===== src/rtl/ahb_pkg.sv =====
`default_nettype none
// ============================================================================
// Package    : ahb_pkg
// Purpose    : Shared AHB encodings: transfer types, response codes and the
//              default-slave state encoding used by interconnect blocks.
// Revision   : 1.0 - initial release
// ============================================================================
package ahb_pkg;

  typedef enum logic [1:0] {
    IDLE   = 2'd0,
    BUSY   = 2'd1,
    NONSEQ = 2'd2,
    SEQ    = 2'd3
  } htrans_t;

  localparam logic RESP_OKAY  = 1'b0;
  localparam logic RESP_ERROR = 1'b1;

  typedef enum logic [1:0] {
    DS_OK   = 2'd0,
    DS_ERR1 = 2'd1,
    DS_ERR2 = 2'd2
  } ds_state_t;

  // NONSEQ and SEQ are the only transfer types that demand a response;
  // both have bit 1 set.
  function automatic logic is_active_trans(input logic [1:0] t);
    return t[1];
  endfunction

endpackage
`default_nettype wire


===== src/rtl/ahb_default_slave.sv =====
`default_nettype none
// ============================================================================
// Module     : ahb_default_slave
// Purpose    : AHB default slave. Answers unmapped transfers with the
//              two-cycle ERROR response (wait+ERROR, then ready+ERROR).
// Ports      : clk   - clock, all state on posedge
//              reset - synchronous, active-high
//              start - an unmapped NONSEQ/SEQ is being captured this cycle
//              ready - HREADY contribution of the default slave (registered)
//              resp  - HRESP contribution of the default slave (registered)
// Revision   : 1.0 - initial release
// ============================================================================
module ahb_default_slave
  import ahb_pkg::*;
(
  input  logic clk,
  input  logic reset,
  input  logic start,
  output logic ready,
  output logic resp
);

  ds_state_t state_q;
  logic      ready_q;
  logic      resp_q;

  // Outputs are registered alongside the state so each state's response is
  // presented for the whole cycle that state is current.
  always_ff @(posedge clk) begin
    if (reset) begin
      state_q <= DS_OK;
      ready_q <= 1'b1;
      resp_q  <= RESP_OKAY;
    end else begin
      case (state_q)
        DS_OK: begin
          if (start) begin
            state_q <= DS_ERR1;
            ready_q <= 1'b0;
            resp_q  <= RESP_ERROR;
          end
        end
        DS_ERR1: begin
          state_q <= DS_ERR2;
          ready_q <= 1'b1;
          resp_q  <= RESP_ERROR;
        end
        DS_ERR2: begin
          // The bus is ready in ERR2, so a new address phase is accepted
          // here; another unmapped active transfer chains straight into ERR1.
          if (start) begin
            state_q <= DS_ERR1;
            ready_q <= 1'b0;
            resp_q  <= RESP_ERROR;
          end else begin
            state_q <= DS_OK;
            ready_q <= 1'b1;
            resp_q  <= RESP_OKAY;
          end
        end
        default: begin
          state_q <= DS_OK;
          ready_q <= 1'b1;
          resp_q  <= RESP_OKAY;
        end
      endcase
    end
  end

  assign ready = ready_q;
  assign resp  = resp_q;

endmodule
`default_nettype wire


===== src/rtl/ahb_resp_mux.sv =====
`default_nettype none
// ============================================================================
// Module     : ahb_resp_mux
// Purpose    : N-peripheral AHB read-data/response multiplexor with a built-in
//              default slave for unmapped or ambiguous selects.
// Ports      : clk, reset            - clock / synchronous active-high reset
//              sel[PrphCount]        - one-hot address-phase select
//              trans[2]              - HTRANS of the current address phase
//              prphRData             - packed per-peripheral read data
//              prphReadyOut          - per-peripheral readyOut
//              prphResp              - per-peripheral resp
//              rData, ready, resp    - muxed data-phase signals to manager
// Revision   : 1.0 - initial release
// ============================================================================
module ahb_resp_mux
  import ahb_pkg::*;
#(
  parameter int DataWidth = 32,
  parameter int PrphCount = 4
) (
  input  logic                           clk,
  input  logic                           reset,
  input  logic [PrphCount-1:0]           sel,
  input  logic [1:0]                     trans,
  input  logic [PrphCount*DataWidth-1:0] prphRData,
  input  logic [PrphCount-1:0]           prphReadyOut,
  input  logic [PrphCount-1:0]           prphResp,
  output logic [DataWidth-1:0]           rData,
  output logic                           ready,
  output logic                           resp
);

  localparam int IdxW  = (PrphCount > 1) ? $clog2(PrphCount) : 1;
  localparam int Slots = 1 << IdxW;

  // Data-phase select register: index plus valid (valid=0 means default).
  logic [IdxW-1:0] idx_q, idx_d;
  logic            valid_q, valid_d;

  // One-hot to index encoder.
  logic [IdxW-1:0] enc_idx;
  logic            enc_seen;
  logic            enc_multi;
  logic            enc_onehot;

  always_comb begin
    enc_idx   = '0;
    enc_seen  = 1'b0;
    enc_multi = 1'b0;
    for (int i = 0; i < PrphCount; i++) begin
      if (sel[i]) begin
        if (enc_seen) enc_multi = 1'b1;
        enc_seen = 1'b1;
        enc_idx  = IdxW'(i);
      end
    end
    enc_onehot = enc_seen & ~enc_multi;
  end

  // Capture only while the bus is ready; wait states hold the data phase.
  always_comb begin
    idx_d   = idx_q;
    valid_d = valid_q;
    if (ready) begin
      idx_d   = enc_idx;
      valid_d = enc_onehot;
    end
  end

  always_ff @(posedge clk) begin
    if (reset) begin
      idx_q   <= '0;
      valid_q <= 1'b0;
    end else begin
      idx_q   <= idx_d;
      valid_q <= valid_d;
    end
  end

  // Default slave starts its ERROR sequence when an unmapped active transfer
  // is captured.
  logic ds_start;
  logic ds_ready;
  logic ds_resp;

  assign ds_start = ready & ~enc_onehot & is_active_trans(trans);

  ahb_default_slave u_default_slave (
    .clk   (clk),
    .reset (reset),
    .start (ds_start),
    .ready (ds_ready),
    .resp  (ds_resp)
  );

  // Peripheral inputs padded out to a power-of-two table so the registered
  // index can address it directly for any PrphCount.
  logic [DataWidth-1:0] rdata_arr [Slots];
  logic [Slots-1:0]     ready_arr;
  logic [Slots-1:0]     resp_arr;

  for (genvar g = 0; g < Slots; g++) begin : g_slot
    if (g < PrphCount) begin : g_used
      assign rdata_arr[g] = prphRData[g*DataWidth +: DataWidth];
      assign ready_arr[g] = prphReadyOut[g];
      assign resp_arr[g]  = prphResp[g];
    end else begin : g_pad
      assign rdata_arr[g] = '0;
      assign ready_arr[g] = 1'b1;
      assign resp_arr[g]  = RESP_OKAY;
    end
  end

  // An out-of-range index is treated as the default target.
  logic idx_inrange;
  if (Slots == PrphCount) begin : g_full
    assign idx_inrange = 1'b1;
  end else begin : g_part
    assign idx_inrange = ({1'b0, idx_q} < (IdxW+1)'(PrphCount));
  end

  logic tgt_prph;
  assign tgt_prph = valid_q & idx_inrange;

  always_comb begin
    rData = '0;
    ready = ds_ready;
    resp  = ds_resp;
    if (tgt_prph) begin
      rData = rdata_arr[idx_q];
      ready = ready_arr[idx_q];
      resp  = resp_arr[idx_q];
    end
  end

endmodule
`default_nettype wire


===== config.mk =====
export PLATFORM = sky130hd
export DESIGN_NAME = ahb_resp_mux
export DESIGN_NICKNAME = d
export VERILOG_FILES = /design/src/rtl/ahb_pkg.sv /design/src/rtl/ahb_default_slave.sv /design/src/rtl/ahb_resp_mux.sv
export SDC_FILE = /design/constraint.sdc
export NUM_CORES = 1
export LEC_CHECK = 0
export CORE_UTILIZATION = 29
export DETAILED_ROUTE_END_ITERATION = 6
export PLACE_DENSITY = 0.95
export SETUP_SLACK_MARGIN = 0.1
export SYNTH_ARGS = -nofsm -noshare
export SYNTH_HDL_FRONTEND = slang
export SYNTH_SLANG_ARGS = --single-unit
export TNS_END_PERCENT = 30

===== constraint.sdc =====
create_clock -name clk -period 4.4 [get_ports clk]
set_input_delay 0.88 -clock clk [delete_from_list [all_inputs] [get_ports clk]]
set_output_delay 0.88 -clock clk [all_outputs]
set_load 0.05 [all_outputs]

# == Word level (Yosys, flattened, before mapping) ==
# Cells that the tools add are included.
# op_classes
multipliers,0
n_eq_ne,3
mux,32
n_div,0
shifts,0
n_reduce_logical,1
addsub,0
n_bitwise,6
n_lt_le_gt_ge,2
# op_table
cell,count
2-to-1 mux 32 bit,3
binary-select mux 32 bit (select 2 bit),1
2-to-1 mux 1 bit,20
2-to-1 mux 2 bit,3
case mux 2 bit (3 select lines),1
binary-select mux 1 bit (select 2 bit),2
bitwise AND 1 bit,3
">= comparator 3 bit, second input constant",1
"< comparator 2 x 3 -> 1 bit, second input constant",1
inverter 2 -> 3 bit,1
case mux 1 bit (3 select lines),1
"equality test 2 x 1 -> 1 bit, second input constant",1
"equality test 2 bit, second input constant",1
zero test 2 bit,1
"!= test 2 bit, second input constant",1
inverter 1 bit,2
case mux 1 bit (2 select lines),1
# word_totals
rom_bits,0
reg_bits,7
elab_cells,49
memories,0
latch_bits,0
out_inout_bits,34
mem_bits_rw,0

# == Longest topological paths before layout ==
# logic_depth
word_depth,14
mapped_depth,5
depth_no_buf,4

# == Hierarchy ==
# Synthesis repeated with hierarchy kept, for this count alone.
# hier_totals
hier_cells,118
area_unflattened_um2,1410.1
# by_module_without_submodules
module,cells_per_inst,area_each_um2,seq_area_each_um2,instances
ahb_resp_mux,106,1280.0,60.1,1
ahb_default_slave,12,130.1,80.1,1

# == Worst setup path after synthesis ==
# Ideal clock, no wire load.
# synth_timing
path_type,input to output
start,input prphResp[3]
end,output resp
path_stages,2
required_time_ns,3.520
path_buffers,0
setup_slack_ns,1.811
arrival_time_ns,1.709
path_cell_list,mux4_2 -> mux2_2
# synth_via
elab_chain_len,3
# synth_lines
element,line,text
from (decl),ahb_resp_mux.sv:27,"input logic [PrphCount-1:0] prphResp,"
binary-select mux 1 bit (select 2 bit),ahb_resp_mux.sv:132,resp = resp_arr[idx_q];
2-to-1 mux 1 bit (not written as such),ahb_resp_mux.sv:132,
2-to-1 mux 1 bit,ahb_resp_mux.sv:129,if (tgt_prph) begin
to (decl),ahb_resp_mux.sv:30,output logic resp
# No other way between the ends. The select of a mux whose other input is x is not followed.

# == Final worst setup path ==
# layout_timing
start,input prphReadyOut[3]
end,output ready
# layout_via
elab_chain_len,3
# layout_lines
element,line,text
from (decl),ahb_resp_mux.sv:26,"input logic [PrphCount-1:0] prphReadyOut,"
binary-select mux 1 bit (select 2 bit),ahb_resp_mux.sv:131,ready = ready_arr[idx_q];
2-to-1 mux 1 bit (not written as such),ahb_resp_mux.sv:131,
2-to-1 mux 1 bit,ahb_resp_mux.sv:129,
to (decl),ahb_resp_mux.sv:29,"output logic ready,"
# No other way between the ends. The select of a mux whose other input is x is not followed.

==> metrics.cfg <==
[setup_path]
reg2regPathDepth=4
reg2reg_slack_ns=2.71
cp_max_fo=3
cp.required_ns=3.52
critical_path_arrival_ns=2.75
reg2reg_to=u_default_slave.ready
cp-start-kind=input pin
critPathCaptureType=primary output
critical_path_class=input pin to primary output
r2r-start=idx_q[1]

[sta]
rsz0062_at_grt=false
setup_tns_ns=0
fin_crit_ns=3.63
slew_headroom_pct=47.1
slew_viol_final=0
tightest_slew_ns=0.792
skew_ns=0.000838
hold_viol=0
max_freq_mhz=275
setup_viol=0
final.period_utilization_pct=82.5

[floorplan]
die_y_um=72.1
start_util_pct=30.2
boundaryPins=178
num_rows=25
core_um2=4720
chipWidth_um=72.1
die_area_um2=5200

[final_layout]
area_delta_synth_final_pct=130
stdcell_count=361
layout.nets=439
finalInstanceArea_um2=3280
nFillCells=379
diodes=0
drive_gt1_share_pct=15.3

[global_routing]
grt_overflow=0
grt_first_pass_wirelength_um=9300
grt.met2_usage_pct=44.8
busiest_layer=met2
grt_pass1_vias=1824
antenna_found_initial=0
met3_usage_pct=6.94
grtUsageTotal_pct=23.5
grt_max_degree=23
use_met1_pct=25.8

[synth]
synth-compound-area-share_pct=6.58
async_flop_share_pct=0
synth_seq_cells=7
synth-xor-area-share_pct=1.23
synth_edf_count=0
syn-num-nets=266
ys_seq_area_share_pct=9.82
netlist_area_um2=1430
synth_warnings=0
synth-simple-area-share_pct=21.1
synthCells=122
postSynthAreaPerCell_um2=11.7
synth_top_family_by_area=multiplexers
yosysUniqueCellTypes=29
synthMuxAreaShare_pct=55.1
synthAdderAreaFrac_pct=0
synth_ff_type=dfxtp_1

[flow_run]
max-cap-violations=0

[detailed_routing]
firstDrtPassIters=4
wirelength_um=6410
drt_iter0_drc=49
drc_errors=0
vias=1745
ant_nets=0
routed_via_density=4.83
wire_per_inst_um=17.8

[cts]
clkSinkCount=7
ctsHoldBuffers=0
cts_max_path_buffers=2
h-tree-depth=1
cts_resized=0
cts_tree=done
cts_setup_buffers=0
clockRootBuffer=clkbuf_8
insertion_delay_ns=0.23
clk_pin_slew_worst_paths_ns=0.04
numCtsBuffers=3

[worst_hold_path]
worstHoldPathCells=1
holdCritPathClass=flip-flop to flip-flop
hold_path_end=u_default_slave.state_q[1]
min_from=u_default_slave.state_q[1]

[power]
ir_drop_mv=0.166
p_per_area_nw_per_um2=192
power_leakage_uw=0.00115

[placement]
gp_congestion=0.760
portBuffers=176
dp_cells=357
dp_hpwl_um=5480
placed_cell_area_um2=3230

[outcome]
status=finished clean

==> layout make-up <==
type / instances / area (µm²) / share of cell area, %
clock buffer: 4 / 45.0 / 1.37
inverter: 2 / 7.51 / 0.229
multi-input combinational: 101 / 1200 / 36.5
tap: 67 / 83.8 / 2.56
sequential: 7 / 141 / 4.31
timing repair buffer: 180 / 1800 / 55.0
==> cells in the mapped netlist, drive strengths merged (2+ instances only) <==
cell type / n / area share (%)
nor3b: 2 / 1.1
dfxtp: 7 / 9.8
and2: 34 / 15
inv: 2 / 0.53
nor2: 4 / 1.1
mux2: 2 / 1.6
nand2b: 3 / 1.3
nand2: 2 / 0.53
a21oi: 3 / 1.1
clkbuf: 3 / 0.79
mux2i: 2 / 1.4
buf: 9 / 4.9
mux4: 33 / 52
nor3: 2 / 0.70
==> where the power goes <==
group | switching (µW) | internal [µW]
registers | 15.9 | 71.8
clock network | 30.2 | 62.9
logic | 183 | 267
total | 229 | 402
==> through the flow <==
| stage | setup WS, ns | utilization, % | power (µW) | hold slack [ns] |
|---|---|---|---|---|
| after detailed placement | 0.779 | 68.5 | 540 | 0.451 |
| after global placement | 0.808 | 68.5 | 528 | 0.438 |
| after global routing | 0.676 | 69.4 | 664 | 0.482 |
| after floorplan | 1.81 | - | 344 | 0.418 |
| final | 0.769 | 69.4 | 631 | 0.464 |
| after CTS | 0.778 | 69.4 | 636 | 0.456 |
==> layer usage <==
| metal | share of wire (%) | vias up |
|---|---|---|
| met1 | 36 | 808 |
| met3 | 8.8 | 5 |
| met5 | 0 | - |
| li1 | - | 832 |
| met4 | 0.73 | 0 |
| met2 | 54 | 100 |
==> worst max-delay path by stage <==
stage / start / to / slack, ns / cells after the start
after floorplan: prphResp[3] / resp / 1.81 / 2
after global placement: prphReadyOut[3] / ready / 0.81 / 5
after detailed placement: prphResp[2] / resp / 0.78 / 4
after CTS: prphReadyOut[3] / ready / 0.78 / 5
after global routing: prphReadyOut[3] / ready / 0.68 / 5
final: prphReadyOut[3] / ready / 0.77 / 5
==> kinds of logic after synthesis <==
family / after synthesis
buffers and inverters: 14
DFF: 7
muxes: 37
AOI/OAI and AO/OA: 12
and+or+nand+nor: 50
xor gates and xnor gates: 2
==> cell usage in the layout (no fill, tap or decap), drive strengths merged, types with 2 or more instances in the layout <==
| cell | netlist | layout |
|---|---|---|
| a21oi | 3 | 3 |
| and2 | 34 | 34 |
| buf | 9 | 4 |
| clkbuf | 3 | 4 |
| clkdlybuf4s50 | 0 | 176 |
| dfxtp | 7 | 7 |
| inv | 2 | 2 |
| mux2 | 2 | 2 |
| mux2i | 2 | 2 |
| mux4 | 33 | 33 |
| nand2 | 2 | 2 |
| nand2b | 3 | 3 |
| nor2 | 4 | 4 |
| nor3 | 2 | 2 |
| nor3b | 2 | 2 |
==> critical path, stage by stage <==
cell and delay [ns]:
clkdlybuf4s50_1 0.45, mux2i_1 0.10, a31oi_1 0.27, and2_1 0.22, clkdlybuf4s50_1 0.83
==> flip-flops by register name, indices dropped and copies added (netlist names) <==
name and cells:
u_default_slave.ready 1, u_default_slave.resp 1, u_default_slave.state_q 2, tgt_prph 1, idx_q 2
No activity file was read; power rests on OpenSTA's default activity.
